===== src/rtl/branch_tracker_pkg.sv =====
// -----------------------------------------------------------------------------
// branch_tracker_pkg
// Shared definitions for the branch tracker slice:
//   - AddressWidth   : machine address width shared with fetch/decode
//   - BT_DEPTH       : default number of in-flight branches (power of two)
//   - BT_TAG_W       : default tag width, log2(BT_DEPTH)
//   - ent_state_e    : per-entry lifecycle encoding
//   - bt_next_pc()   : architectural next PC of a resolved branch
// -----------------------------------------------------------------------------
package branch_tracker_pkg;

  localparam int AddressWidth = 32;
  localparam int BT_DEPTH     = 8;
  localparam int BT_TAG_W     = 3;

  // Entry lifecycle: EMPTY -> PENDING (allocate) -> RESOLVED (resolve) -> EMPTY
  typedef enum logic [1:0] {
    ENT_EMPTY    = 2'b00,
    ENT_PENDING  = 2'b01,
    ENT_RESOLVED = 2'b10
  } ent_state_e;

  // Taken branches continue at their target, fall-through continues at pc+4.
  // The add wraps naturally at AddressWidth bits.
  function automatic logic [AddressWidth-1:0] bt_next_pc(
    input logic [AddressWidth-1:0] pc,
    input logic                    taken,
    input logic [AddressWidth-1:0] target
  );
    return taken ? target : (pc + AddressWidth'(4));
  endfunction

endpackage


===== src/rtl/branch_tracker_if.sv =====
// -----------------------------------------------------------------------------
// branch_tracker_if
// Groups the decoder allocate port, the branch ALU resolve port and the
// tracker's outputs (allocation tag/full, predictor training, flush/redirect).
//
// Handshake semantics (single place of documentation):
//   - dec_alloc_en_in is a request; it is accepted at a rising edge only when
//     bt_full_out is low and the global ready is high. bt_alloc_tag_out is the
//     tag the request receives. A request presented while full is dropped and
//     the decoder must hold it until bt_full_out falls. An accepted allocate in
//     the same cycle as a flush is discarded with everything else.
//   - ex_res_en_in has no back-pressure; it is consumed only when the tagged
//     entry is PENDING, otherwise silently ignored.
//   - bt_bp_en_out and bt_flush_out are single-cycle strobes; their data
//     (bt_bp_pc_out/bt_bp_correct_out, bt_redirect_pc_out) hold between strobes.
//
// Modports:
//   slave  : the tracker side
//   master : the pipeline side (decoder + branch ALU + fetch + predictor)
// bt_dbg_state_out exposes the per-entry state, 2 bits per entry.
// -----------------------------------------------------------------------------
interface branch_tracker_if
  import branch_tracker_pkg::*;
#(
  parameter int DEPTH  = BT_DEPTH,
  parameter int TAG_W  = BT_TAG_W,
  parameter int ADDR_W = AddressWidth
) ();

  logic              dec_alloc_en_in;
  logic [ADDR_W-1:0] dec_alloc_pc_in;
  logic              dec_alloc_taken_in;
  logic [TAG_W-1:0]  bt_alloc_tag_out;
  logic              bt_full_out;

  logic              ex_res_en_in;
  logic [TAG_W-1:0]  ex_res_tag_in;
  logic              ex_res_taken_in;
  logic [ADDR_W-1:0] ex_res_target_in;

  logic              bt_bp_en_out;
  logic              bt_bp_correct_out;
  logic [ADDR_W-1:0] bt_bp_pc_out;
  logic              bt_flush_out;
  logic [ADDR_W-1:0] bt_redirect_pc_out;

  logic [2*DEPTH-1:0] bt_dbg_state_out;

  modport slave (
    input  dec_alloc_en_in, dec_alloc_pc_in, dec_alloc_taken_in,
    input  ex_res_en_in, ex_res_tag_in, ex_res_taken_in, ex_res_target_in,
    output bt_alloc_tag_out, bt_full_out,
    output bt_bp_en_out, bt_bp_correct_out, bt_bp_pc_out,
    output bt_flush_out, bt_redirect_pc_out,
    output bt_dbg_state_out
  );

  modport master (
    output dec_alloc_en_in, dec_alloc_pc_in, dec_alloc_taken_in,
    output ex_res_en_in, ex_res_tag_in, ex_res_taken_in, ex_res_target_in,
    input  bt_alloc_tag_out, bt_full_out,
    input  bt_bp_en_out, bt_bp_correct_out, bt_bp_pc_out,
    input  bt_flush_out, bt_redirect_pc_out,
    input  bt_dbg_state_out
  );

endinterface


===== src/rtl/branch_tracker_ptr_ctl.sv =====
// -----------------------------------------------------------------------------
// bt_ptr_ctl
// Head/tail/count bookkeeping of the branch tracker circular buffer.
// Ports:
//   clk_in, rst_n_in : clock, asynchronous active-low reset
//   rdy_in           : global ready, pointers frozen when low
//   i_alloc          : an allocate is written at the tail this cycle
//   i_retire         : the head entry retires this cycle
//   i_flush          : misprediction; pointers and count return to zero
//   o_head, o_tail   : oldest entry / next allocation slot
//   o_full           : count == DEPTH (from the registered count)
// -----------------------------------------------------------------------------
module bt_ptr_ctl #(
  parameter int DEPTH = 8,
  parameter int TAG_W = 3
) (
  input  logic             clk_in,
  input  logic             rst_n_in,
  input  logic             rdy_in,
  input  logic             i_alloc,
  input  logic             i_retire,
  input  logic             i_flush,
  output logic [TAG_W-1:0] o_head,
  output logic [TAG_W-1:0] o_tail,
  output logic             o_full
);

  logic [TAG_W-1:0] r_head;
  logic [TAG_W-1:0] r_tail;
  logic [TAG_W:0]   r_count;

  logic [TAG_W:0]   w_alloc_ext;
  logic [TAG_W:0]   w_retire_ext;

  assign w_alloc_ext  = {{TAG_W{1'b0}}, i_alloc};
  assign w_retire_ext = {{TAG_W{1'b0}}, i_retire};

  // Pointers wrap modulo DEPTH through natural TAG_W-bit overflow.
  always_ff @(posedge clk_in or negedge rst_n_in) begin
    if (!rst_n_in) begin
      r_head  <= '0;
      r_tail  <= '0;
      r_count <= '0;
    end else if (rdy_in) begin
      if (i_flush) begin
        r_head  <= '0;
        r_tail  <= '0;
        r_count <= '0;
      end else begin
        r_head  <= r_head + w_retire_ext[TAG_W-1:0];
        r_tail  <= r_tail + w_alloc_ext[TAG_W-1:0];
        r_count <= r_count + w_alloc_ext - w_retire_ext;
      end
    end
  end

  assign o_head = r_head;
  assign o_tail = r_tail;
  assign o_full = (r_count == (TAG_W+1)'(DEPTH));

endmodule


===== src/rtl/branch_tracker.sv =====
// -----------------------------------------------------------------------------
// branch_tracker
// In-order tracker for predicted conditional branches. Branches are recorded
// at decode, resolved out of order by the branch ALU, retired in program order
// to train the predictor, and a mispredicting retire raises a one-cycle flush
// with the corrected fetch PC.
//
// Ports:
//   clk_in   : clock, rising edge
//   rst_n_in : asynchronous active-low reset
//   rdy_in   : global ready, all state frozen and strobes cleared when low
//   bt_if    : branch_tracker_if.slave (allocate, resolve, training, flush)
//
// Build option:
//   BT_RESOLVE_BYPASS_EN - when defined, a resolve of the PENDING head retires
//   at the same edge using the resolve inputs directly, one cycle earlier.
// -----------------------------------------------------------------------------
module branch_tracker
  import branch_tracker_pkg::*;
#(
  parameter int DEPTH  = BT_DEPTH,
  parameter int TAG_W  = BT_TAG_W,
  parameter int ADDR_W = AddressWidth
) (
  input  logic              clk_in,
  input  logic              rst_n_in,
  input  logic              rdy_in,
  branch_tracker_if.slave   bt_if
);

  logic [TAG_W-1:0]  w_head;
  logic [TAG_W-1:0]  w_tail;
  logic              w_full;

  ent_state_e        r_state     [DEPTH];
  ent_state_e        w_state_nxt [DEPTH];
  logic [ADDR_W-1:0] r_pc        [DEPTH];
  logic              r_pred      [DEPTH];
  logic              r_act_taken [DEPTH];
  logic [ADDR_W-1:0] r_act_next  [DEPTH];

  logic              r_bp_en;
  logic              r_bp_correct;
  logic [ADDR_W-1:0] r_bp_pc;
  logic              r_flush;
  logic [ADDR_W-1:0] r_redirect;

  logic              w_alloc;
  logic              w_res_hit;
  logic              w_head_resolved;
  logic              w_bypass;
  logic              w_retire;
  logic              w_ret_act_taken;
  logic [ADDR_W-1:0] w_ret_act_next;
  logic              w_ret_correct;
  logic              w_flush;
  logic              w_res_take;
  logic              w_alloc_take;

  // ---------------------------------------------------------------------------
  // Control decode
  // ---------------------------------------------------------------------------
  assign w_alloc         = bt_if.dec_alloc_en_in && !w_full && rdy_in;
  assign w_res_hit       = bt_if.ex_res_en_in && rdy_in &&
                           (r_state[bt_if.ex_res_tag_in] == ENT_PENDING);
  assign w_head_resolved = (r_state[w_head] == ENT_RESOLVED);

`ifdef BT_RESOLVE_BYPASS_EN
  // A resolve aimed at the PENDING head retires straight away.
  assign w_bypass = w_res_hit && (bt_if.ex_res_tag_in == w_head);
`else
  assign w_bypass = 1'b0;
`endif

  // The head is either RESOLVED or bypassed, never both (bypass needs PENDING).
  assign w_retire        = rdy_in && (w_head_resolved || w_bypass);
  assign w_ret_act_taken = w_bypass ? bt_if.ex_res_taken_in : r_act_taken[w_head];
  assign w_ret_act_next  = w_bypass ? bt_next_pc(r_pc[w_head], bt_if.ex_res_taken_in,
                                                 bt_if.ex_res_target_in)
                                    : r_act_next[w_head];
  assign w_ret_correct   = (r_pred[w_head] == w_ret_act_taken);
  assign w_flush         = w_retire && !w_ret_correct;

  // A flush discards anything else presented in the same cycle.
  assign w_res_take      = w_res_hit && !w_flush && !w_bypass;
  assign w_alloc_take    = w_alloc && !w_flush;

  // ---------------------------------------------------------------------------
  // Pointer control
  // ---------------------------------------------------------------------------
  bt_ptr_ctl #(
    .DEPTH (DEPTH),
    .TAG_W (TAG_W)
  ) u_ptr_ctl (
    .clk_in   (clk_in),
    .rst_n_in (rst_n_in),
    .rdy_in   (rdy_in),
    .i_alloc  (w_alloc_take),
    .i_retire (w_retire),
    .i_flush  (w_flush),
    .o_head   (w_head),
    .o_tail   (w_tail),
    .o_full   (w_full)
  );

  // ---------------------------------------------------------------------------
  // Per-entry state machines: next-state
  // ---------------------------------------------------------------------------
  always_comb begin
    for (int i = 0; i < DEPTH; i++) begin
      w_state_nxt[i] = r_state[i];
      if (w_flush) begin
        w_state_nxt[i] = ENT_EMPTY;
      end else begin
        // Retire targets the head, allocate the (empty) tail, resolve a
        // PENDING entry; these never address the same entry at once.
        if (w_retire && (w_head == TAG_W'(i))) begin
          w_state_nxt[i] = ENT_EMPTY;
        end
        if (w_alloc_take && (w_tail == TAG_W'(i))) begin
          w_state_nxt[i] = ENT_PENDING;
        end
        if (w_res_take && (bt_if.ex_res_tag_in == TAG_W'(i))) begin
          w_state_nxt[i] = ENT_RESOLVED;
        end
      end
    end
  end

  // Per-entry state machines: state register
  always_ff @(posedge clk_in or negedge rst_n_in) begin
    if (!rst_n_in) begin
      for (int i = 0; i < DEPTH; i++) begin
        r_state[i] <= ENT_EMPTY;
      end
    end else begin
      for (int i = 0; i < DEPTH; i++) begin
        r_state[i] <= w_state_nxt[i];
      end
    end
  end

  // ---------------------------------------------------------------------------
  // Entry payload; only meaningful while the entry is not EMPTY, so no reset.
  // ---------------------------------------------------------------------------
  always_ff @(posedge clk_in) begin
    if (w_alloc_take) begin
      r_pc[w_tail]   <= bt_if.dec_alloc_pc_in;
      r_pred[w_tail] <= bt_if.dec_alloc_taken_in;
    end
    if (w_res_take) begin
      r_act_taken[bt_if.ex_res_tag_in] <= bt_if.ex_res_taken_in;
      r_act_next[bt_if.ex_res_tag_in]  <= bt_next_pc(r_pc[bt_if.ex_res_tag_in],
                                                     bt_if.ex_res_taken_in,
                                                     bt_if.ex_res_target_in);
    end
  end

  // ---------------------------------------------------------------------------
  // Registered retire / flush outputs. w_retire already includes rdy_in, so
  // the strobes clear at any edge where the tracker is stalled.
  // ---------------------------------------------------------------------------
  always_ff @(posedge clk_in or negedge rst_n_in) begin
    if (!rst_n_in) begin
      r_bp_en      <= 1'b0;
      r_bp_correct <= 1'b0;
      r_bp_pc      <= '0;
      r_flush      <= 1'b0;
      r_redirect   <= '0;
    end else begin
      r_bp_en <= w_retire;
      r_flush <= w_flush;
      if (w_retire) begin
        r_bp_pc      <= r_pc[w_head];
        r_bp_correct <= w_ret_correct;
      end
      if (w_flush) begin
        r_redirect <= w_ret_act_next;
      end
    end
  end

  assign bt_if.bt_alloc_tag_out   = w_tail;
  assign bt_if.bt_full_out        = w_full;
  assign bt_if.bt_bp_en_out       = r_bp_en;
  assign bt_if.bt_bp_correct_out  = r_bp_correct;
  assign bt_if.bt_bp_pc_out       = r_bp_pc;
  assign bt_if.bt_flush_out       = r_flush;
  assign bt_if.bt_redirect_pc_out = r_redirect;

  always_comb begin
    bt_if.bt_dbg_state_out = '0;
    for (int i = 0; i < DEPTH; i++) begin
      bt_if.bt_dbg_state_out[2*i +: 2] = r_state[i];
    end
  end

endmodule


===== src/flat_wrapper.sv =====
// flat-port wrapper written by rule: the top's interface ports become plain ports
module branch_tracker_flat import branch_tracker_pkg::*;
#(
  parameter int DEPTH  = BT_DEPTH,
  parameter int TAG_W  = BT_TAG_W,
  parameter int ADDR_W = AddressWidth
)
  (clk_in, rst_n_in, rdy_in, bt_if_dec_alloc_en_in, bt_if_dec_alloc_pc_in, bt_if_dec_alloc_taken_in, bt_if_ex_res_en_in, bt_if_ex_res_tag_in, bt_if_ex_res_taken_in, bt_if_ex_res_target_in, bt_if_bt_alloc_tag_out, bt_if_bt_full_out, bt_if_bt_bp_en_out, bt_if_bt_bp_correct_out, bt_if_bt_bp_pc_out, bt_if_bt_flush_out, bt_if_bt_redirect_pc_out, bt_if_bt_dbg_state_out);
  branch_tracker_if #(.DEPTH(DEPTH), .TAG_W(TAG_W), .ADDR_W(ADDR_W)) bt_if_i ();
  input  logic clk_in;
  input  logic rst_n_in;
  input  logic rdy_in;
  input wire logic [$bits(bt_if_i.dec_alloc_en_in)-1:0] bt_if_dec_alloc_en_in;
  input wire logic [$bits(bt_if_i.dec_alloc_pc_in)-1:0] bt_if_dec_alloc_pc_in;
  input wire logic [$bits(bt_if_i.dec_alloc_taken_in)-1:0] bt_if_dec_alloc_taken_in;
  input wire logic [$bits(bt_if_i.ex_res_en_in)-1:0] bt_if_ex_res_en_in;
  input wire logic [$bits(bt_if_i.ex_res_tag_in)-1:0] bt_if_ex_res_tag_in;
  input wire logic [$bits(bt_if_i.ex_res_taken_in)-1:0] bt_if_ex_res_taken_in;
  input wire logic [$bits(bt_if_i.ex_res_target_in)-1:0] bt_if_ex_res_target_in;
  output wire logic [$bits(bt_if_i.bt_alloc_tag_out)-1:0] bt_if_bt_alloc_tag_out;
  output wire logic [$bits(bt_if_i.bt_full_out)-1:0] bt_if_bt_full_out;
  output wire logic [$bits(bt_if_i.bt_bp_en_out)-1:0] bt_if_bt_bp_en_out;
  output wire logic [$bits(bt_if_i.bt_bp_correct_out)-1:0] bt_if_bt_bp_correct_out;
  output wire logic [$bits(bt_if_i.bt_bp_pc_out)-1:0] bt_if_bt_bp_pc_out;
  output wire logic [$bits(bt_if_i.bt_flush_out)-1:0] bt_if_bt_flush_out;
  output wire logic [$bits(bt_if_i.bt_redirect_pc_out)-1:0] bt_if_bt_redirect_pc_out;
  output wire logic [$bits(bt_if_i.bt_dbg_state_out)-1:0] bt_if_bt_dbg_state_out;
  assign bt_if_i.dec_alloc_en_in = bt_if_dec_alloc_en_in;
  assign bt_if_i.dec_alloc_pc_in = bt_if_dec_alloc_pc_in;
  assign bt_if_i.dec_alloc_taken_in = bt_if_dec_alloc_taken_in;
  assign bt_if_i.ex_res_en_in = bt_if_ex_res_en_in;
  assign bt_if_i.ex_res_tag_in = bt_if_ex_res_tag_in;
  assign bt_if_i.ex_res_taken_in = bt_if_ex_res_taken_in;
  assign bt_if_i.ex_res_target_in = bt_if_ex_res_target_in;
  assign bt_if_bt_alloc_tag_out = bt_if_i.bt_alloc_tag_out;
  assign bt_if_bt_full_out = bt_if_i.bt_full_out;
  assign bt_if_bt_bp_en_out = bt_if_i.bt_bp_en_out;
  assign bt_if_bt_bp_correct_out = bt_if_i.bt_bp_correct_out;
  assign bt_if_bt_bp_pc_out = bt_if_i.bt_bp_pc_out;
  assign bt_if_bt_flush_out = bt_if_i.bt_flush_out;
  assign bt_if_bt_redirect_pc_out = bt_if_i.bt_redirect_pc_out;
  assign bt_if_bt_dbg_state_out = bt_if_i.bt_dbg_state_out;
  branch_tracker #(.DEPTH(DEPTH), .TAG_W(TAG_W), .ADDR_W(ADDR_W)) u_core (.clk_in(clk_in), .rst_n_in(rst_n_in), .rdy_in(rdy_in), .bt_if(bt_if_i));
endmodule

===== config.mk =====
export PLATFORM = sky130hd
export DESIGN_NAME = branch_tracker_flat
export DESIGN_NICKNAME = d
export VERILOG_FILES = /design/src/rtl/branch_tracker_pkg.sv /design/src/rtl/branch_tracker_if.sv /design/src/rtl/branch_tracker_ptr_ctl.sv /design/src/rtl/branch_tracker.sv /design/src/flat_wrapper.sv
export SDC_FILE = /design/constraint.sdc
export NUM_CORES = 1
export LEC_CHECK = 0
export CORE_UTILIZATION = 43
export CTS_CLUSTER_SIZE = 30
export DETAILED_ROUTE_END_ITERATION = 8
export DONT_BUFFER_PORTS = 1
export HOLD_SLACK_MARGIN = 0.15
export PLACE_DENSITY = 0.66
export SLEW_MARGIN = 25
export SYNTH_ARGS = -nofsm -noshare
export SYNTH_HDL_FRONTEND = slang
export SYNTH_SLANG_ARGS = --single-unit

===== constraint.sdc =====
create_clock -name clk_in -period 5.3 [get_ports clk_in]
set_clock_uncertainty 0.05 [all_clocks]
set_input_delay 0 -clock clk_in [delete_from_list [all_inputs] [get_ports clk_in]]
set_output_delay 0 -clock clk_in [all_outputs]
set_load 0.01 [all_outputs]

==> metrics, run 1 <==
Detail Route Antenna Nets 0; Iter 0 DRT Violations approximately 1.5k; Overall Power about 14 mW; fin util between 40% and 50%; Clk pwr share between 30 and 40%; syn_area_per_cell 17.0 sq um; P_leak 10.0 nW; Max VDD drop 287 uV; Setup violations, final 0; share of cells above drive strength 1 19.9%; clock sinks just over 600; outcome completed; ys async rst share between 10% and 20%; post-synthesis register bit count around 620; Reg2Reg Setup Slack between 1 and 1.5 ns; worst-margin pin slew 1.02 ns; CTS tree done; CP delay by family, top compound AO/OA/AOI/OAI gates; nets approximately 1.7k; drt wl/cell ~27 microns; sequential fraction of the synthesis area between 60% and 70%; Seq pwr share 47.9%; Die ar. around 0.063 sq mm; switch share 29.0%; simple-gate share of the synthesized area a little over 5%; syn nets between 1.5k and 2k; first-pass GRT wire length a little over 100 mm; # Post-CTS Setup Buffers 0; cells after synthesis between 1.5k and 2k; Fin Setup TNS 0 ns; multiplexer share of the synthesized area 17.4%; synth top area cells edfxtp_1 59%, mux4_2 12%, dfrtp_1 8.7%; Pint between 9 and 10 mW; most common library cells after synthesis 528 x edfxtp_1, 147 x mux4_2, 109 x nand2_1; Final Hold Violating Endpoints 0; min-delay worst type in -> reg; Post-synth EDFFs approximately 530; CP Data Arrival Time approximately 4.5 ns; Final HPWL DP about 42 mm; library cells used by synthesis 77; warnings from Yosys 0; Num CTS Buffers 67; final wirelength a little under 70 mm; Core Area between 0.06 and 0.07 sq mm; crit path capture type flop; Net Switching between 3 and 4 mW; Final min period roughly 4.3 ns; Synth area leader edfxtp_1; pin count of the biggest net entering global routing between 100 and 150; slowest stage delay, CP between 0.8 and 0.9 ns; Port Buffer Count 0; ys flop type edfxtp_1; grt total ovfl 0; placed insts between 2k and 2.5k; row cnt between 90 and 100; post-synthesis compound-gate area fraction about 6.4%; Final Max Slew Viols 0; Non-Filler Instances roughly 2.5k; crit path max-delay cell type o31ai_1; initial antenna violation count 11; root buf cell clkbuf_16; IO Count about 160; clock latency on the worst-skew pair roughly 0.60 ns; Post-Syn Area 0.0269 sq mm; htree depth 3; DR vias about 15k; routability cong. approximately 0.84; chip height about 250 microns; synth-to-layout area growth 14.0%; Yosys top cell area share around three fifths; Clock Pin Slew Worst Setup and Hold Paths 0.06 ns; Worst EP required ~5.5 ns; CP Cell Sequence dlygate4sd3_1 > nand2b_2 > o22ai_1 > a2111oi_2 > nand4_2 > or4_1 > o41a_1 > o31ai_1; Buf/Inv on CP 1; max_slew headroom between 30% and 40%; CTS Buffer Depth 3; cts repair resizes 0; Fillers 5176; GRT Util Overall roughly 22%; critical path class in -> reg; vias in the first global route approximately 15k; most frequent cell after synthesis edfxtp_1; Synth Area in Adders 0.540%; Tcrit/Tclk final 81.1%; Pwr Density roughly 440 mW/mm^2; largest family of logic cells by synthesized area multiplexers; logic gate share of total power about a fifth; initial core utilization a little over two fifths; drt via density 5.98; RSZ-0062 raised after global routing false; crit start category primary input; largest fanout on the critical path 122; max_cap viols 0; Die X 252 microns; XOR/XNOR share of the synthesized area less than 1%; Max Clock Freq 233 MHz; DRT Pass-1 Iters 5; # DRC 0
==> metrics by stage <==
stage               area, sq um  hold WS (ns)  worst slack, ns
floorplan                 26900        -0.346          0.00996
global placement          27700        -0.341             1.10
detailed placement        27700        -0.341             1.09
CTS                       30600         0.150             1.06
global route              30600         0.170            0.862
finish                    30600         0.169             1.00
==> flip-flops by register name, summed over array words and instances, names as in the netlist <==
signal	flops
u_core.u_ptr_ctl.o_tail	3
u_core.bt_if.bt_bp_pc_out	32
u_core.r_pred	8
u_core.bt_if.bt_redirect_pc_out	32
u_core.bt_if.bt_flush_out	1
u_core.bt_if.bt_dbg_state_out	16
u_core.r_pc	256
u_core.bt_if.bt_bp_en_out	1
u_core.bt_if.bt_bp_correct_out	1
u_core.u_ptr_ctl.o_head	3
u_core.r_act_taken	8
u_core.r_act_next	256
u_core.u_ptr_ctl.r_count	4
==> cell families (layout without fill, tap and decap cells) <==
family	Yosys count	count (layout)
mux	278	278
simple gates	269	269
xor+xnor	17	17
fa+ha+maj	11	11
flops	621	621
other cells	0	4
compound gates	249	249
buf+inv	133	261
==> timing repair <==
action / 4_1_cts / 5_1_grt
endpoints found under the hold margin: 852 / 0
endpoints found under the setup margin: 0 / 0
hold buffers: 80 / 0
==> area by class of cell <==
type | instances | area [sq um] | area share, %
inverters | 30 | 113 | 0.368
clock buffers | 96 | 1890 | 6.16
diodes | 4 | 10.0 | 0.0327
well taps | 837 | 1050 | 3.42
clock inverters | 25 | 221 | 0.723
flip-flops and latches | 621 | 18200 | 59.4
repair buffers | 110 | 1070 | 3.50
multi-input cells | 824 | 8080 | 26.4
==> path summary, 6_finish.rpt <==
path / start / endpoint / depth (start not counted)
max: bt_if_ex_res_tag_in[1] / u_core.r_act_next[1][31]$_DFFE_PP_ / 8
min: bt_if_dec_alloc_pc_in[23] / u_core.r_pc[6][23]$_DFFE_PP_ / 1
max reg2reg: u_core.u_ptr_ctl.o_head[0]$_DFFE_PN0P_ / u_core.r_pc[7][22]$_DFFE_PP_ / 9
min reg2reg: u_core.bt_if.bt_redirect_pc_out[11]$_DFFE_PN0N_ / u_core.bt_if.bt_redirect_pc_out[11]$_DFFE_PN0N_ / 2
max in group asynchronous: rst_n_in / u_core.bt_if.bt_redirect_pc_out[27]$_DFFE_PN0N_ / 4
min in group asynchronous: rst_n_in / u_core.bt_if.bt_redirect_pc_out[12]$_DFFE_PN0N_ / 4
==> cell usage in the layout (no fill, tap or decap), types with 20 or more instances in the layout <==
cell type      Yosys  routed
nor2_1            40      40
dfrtp_1           93      90
o21ai_0           89      88
nand2_1          109     107
dlygate4sd3_1      0      77
clkbuf_16          0      68
nand3_1           20      20
o22ai_1           36      36
edfxtp_1         528     528
mux4_2           147     147
inv_1             29      29
clkbuf_1          53      20
mux2_2            37      37
buf_4              4      30
mux2i_1           88      88
==> layer usage <==
metal	routed length [microns]	share of wire, %	global-route usage, %
met1	27400	40	28.8
met2	33200	48	35.2
met3	5860	8.6	5.49
met4	1970	2.9	6.93
met5	108	0.16	0
==> power by group through the flow <==
| stage | clock, mW | sequential (mW) | combinational (mW) |
|---|---|---|---|
| 6_report | 4.46 | 6.49 | 2.61 |
| 5_1_grt | 4.72 | 6.55 | 2.85 |
| 4_1_cts | 4.54 | 6.51 | 2.64 |
| 3_5_place_dp | 0 | 6.61 | 2.52 |
| 3_3_place_gp | 0 | 6.59 | 2.49 |
| 2_1_floorplan | 0 | 6.27 | 2.01 |
Power figures use the tool's default switching activity.
==> run 2: changes to the inputs <==
--- a/config.mk
+++ b/config.mk
@@ -10,7 +10,7 @@
 export DETAILED_ROUTE_END_ITERATION = 8
 export DONT_BUFFER_PORTS = 1
 export HOLD_SLACK_MARGIN = 0.15
-export PLACE_DENSITY = 0.66
+export PLACE_DENSITY = 0.64
 export SLEW_MARGIN = 25
 export SYNTH_ARGS = -nofsm -noshare
 export SYNTH_HDL_FRONTEND = slang
==> constraint.sdc (replaced) <==
create_clock -name clk_in -period 4.32 [get_ports clk_in]
set_clock_uncertainty 0.05 [all_clocks]
set_input_delay 0 -clock clk_in [delete_from_list [all_inputs] [get_ports clk_in]]
set_output_delay 0 -clock clk_in [all_outputs]
set_load 0.01 [all_outputs]
==> metrics, run 2 (synthesis gave the netlist of run 1 again) <==
max_cap viols 0; Core Area 0.0617 sq mm; routability cong. ~0.87; Iter 0 DRT Violations around 1.4k; share of cells above drive strength 1 roughly a fifth; post-route setup slack ~0.15 ns; Max VDD drop roughly 350 uV; clock latency on the worst-skew pair around 0.6 ns; reg2reg path depth 9; hold_sp bt_if_dec_alloc_pc_in[20]; commonest cells after routing, fill and taps aside 528 x edfxtp_1, 147 x mux4_2, 107 x nand2_1; CP Cell Sequence dlygate4sd3_1 > nand2b_2 > o22ai_1 > a2111oi_2 > nand4_2 > or4_1 > buf_4 > o41a_1 > o31ai_1 > buf_4; root buf cell clkbuf_16; commonest non-fill, non-tap cell in the layout edfxtp_1; Most common cell on crit path buf_4; WHS 0.190 ns; reg-to-reg endpoint u_core.r_act_next[0][31]$_DFFE_PP_; worst-margin pin slew between 0.9 and 1 ns; synth-to-layout area growth 14.8%; Pwr Density approximately 550 mW/mm^2; Setup violations, final 0; Final HPWL DP between 40 and 50 mm; chip height roughly 250 microns; max_slew headroom between 30 and 40%; Detail Route Antenna Nets 0; Num CTS Buffers 67; Tcrit/Tclk final between 90 and 100%; grt total ovfl 0; crit start category primary input; Overall Power between 15 and 20 mW; Clk pwr share roughly 34%; CP Data Arrival Time roughly 4.6 ns; Die ar. roughly 0.063 sq mm; Buf/Inv on CP 3; Seq pwr share 46.5%; Max Clock Freq between 200 and 250 MHz; # DRC 0; drt wl/cell 26.8 microns; CP delay by family, top compound AO/OA/AOI/OAI gates; switch share 28.5%; Final Max Slew Viols 0; CTS Buffer Depth 3; largest fanout on the critical path 40; vias in the first global route 15.5k; initial core utilization 43.5%; initial antenna violation count 7; hold path depth 1; crit path max-delay cell type dlygate4sd3_1; critical path class in -> reg; Final min period 4.17 ns; Port Buffer Count 0; slowest stage delay, CP 0.99 ns; htree depth 3; DRT Pass-1 Iters 5; CTS tree done; # Post-CTS Setup Buffers 0; Reg2Reg Setup Slack just under 0.7 ns; outcome completed; nets between 1.5k and 2k; Die X approximately 250 microns; logic gate share of total power between 10% and 20%; Fin Setup TNS 0 ns; pin count of the biggest net entering global routing 122; row cnt 91; hold-critical path endpoint u_core.r_pc[5][20]$_DFFE_PP_; Worst EP required approximately 4.7 ns; GRT Util Overall 22.1%; P_leak approximately 10 nW; reg2reg start u_core.r_pc[5][22]$_DFFE_PP_; Top Registers u_core.r_act_next x256, u_core.r_pc x256; IO Count 161; crit path capture type flop; Setup WS pre-CTS slightly above 0.5 ns; first-pass GRT wire length roughly 100 mm; min-delay worst type in -> reg; clock sinks 621; DR vias about 15k; final wirelength 68.6 mm; RSZ-0062 raised after global routing false; Pint 12.1 mW; Net Switching around 4.8 mW; Clock Pin Slew Worst Setup and Hold Paths ~0.060 ns; drt via density about 6; Final Hold Violating Endpoints 0
[run 2: changes by cell type in the layout (fill, tap and decap cells not counted), moves of 3 or more]
cell       delta
clkbuf_16     +3
clkbuf_8      -6
clkinv_8      -3
bufinv_16     +4
buf_4        +11
[run 2: metal layers]
metal / global-route usage (%) / vias to the layer above / wire length [microns]
li1: - / 6563 / -
met1: 29.5 / 7886 / 27800
met4: 6.44 / 4 / 1690
met2: 36.5 / 609 / 34200
met5: 0 / - / 27
met3: 4.58 / 114 / 4900
[run 2: worst register-to-register path, stage by stage (launching register included)]
cell and delay [ns]:
edfxtp_1 0.34, mux2_1 0.13, o22ai_1 0.08, a2111oi_2 0.80
nand4_2 0.26, or4_1 0.57, buf_4 0.19, o41a_1 0.40
o31ai_1 0.45, buf_4 0.24
[run 2: cell type report]
class | instances | area (sq um)
Timing Repair Buffer | 124 | 1200
Inverter | 30 | 113
Fill cell | 5112 | 30900
Clock inverter | 28 | 303
Antenna cell | 4 | 10.0
Sequential cell | 621 | 18200
Multi-Input combinational cell | 824 | 8100
Tap cell | 837 | 1050
Clock buffer | 93 | 1880
[run 2: worst max path at each step]
stage	startpoint	end	slack, ns	cells past startpoint
2_1_floorplan	u_core.u_ptr_ctl.o_head[0]$_DFFE_PN0P_	u_core.r_act_next[2][0]$_DFFE_PP_	-0.97	10
3_3_place_gp	bt_if_ex_res_tag_in[2]	u_core.r_act_next[2][31]$_DFFE_PP_	0.61	9
3_5_place_dp	bt_if_ex_res_tag_in[2]	u_core.r_act_next[3][31]$_DFFE_PP_	0.51	9
4_1_cts	bt_if_ex_res_tag_in[0]	u_core.r_act_next[4][31]$_DFFE_PP_	0.14	10
5_1_grt	bt_if_ex_res_tag_in[0]	u_core.r_act_next[5][28]$_DFFE_PP_	0.003	8
6_report	bt_if_ex_res_tag_in[0]	u_core.r_act_next[0][31]$_DFFE_PP_	0.15	10
[run 2: through the flow]
stage	utilization (%)	instances	cell area, sq um
CTS	49.9	2557	30800
global route	50.0	2559	30800
floorplan	-	1578	26900
detailed placement	45.0	2355	27800
global placement	45.0	2355	27800
finish	50.0	2561	30800
[run 2: power groups by stage]
| stage | Sequential, mW | Combinational, mW | Clock, mW |
|---|---|---|---|
| 2_1_floorplan | 7.70 | 2.47 | 0 |
| 3_3_place_gp | 7.96 | 3.20 | 0 |
| 4_1_cts | 7.86 | 3.39 | 5.81 |
| 6_report | 7.84 | 3.34 | 5.69 |
| 3_5_place_dp | 7.98 | 3.23 | 0 |
| 5_1_grt | 7.91 | 3.66 | 6.03 |
[run 2: timing repair]
action	4_1_cts	5_1_grt
gates resized for setup	0	2
hold buffers	81	0
hold endpoints to repair	873	0
endpoints found under the setup margin	0	16
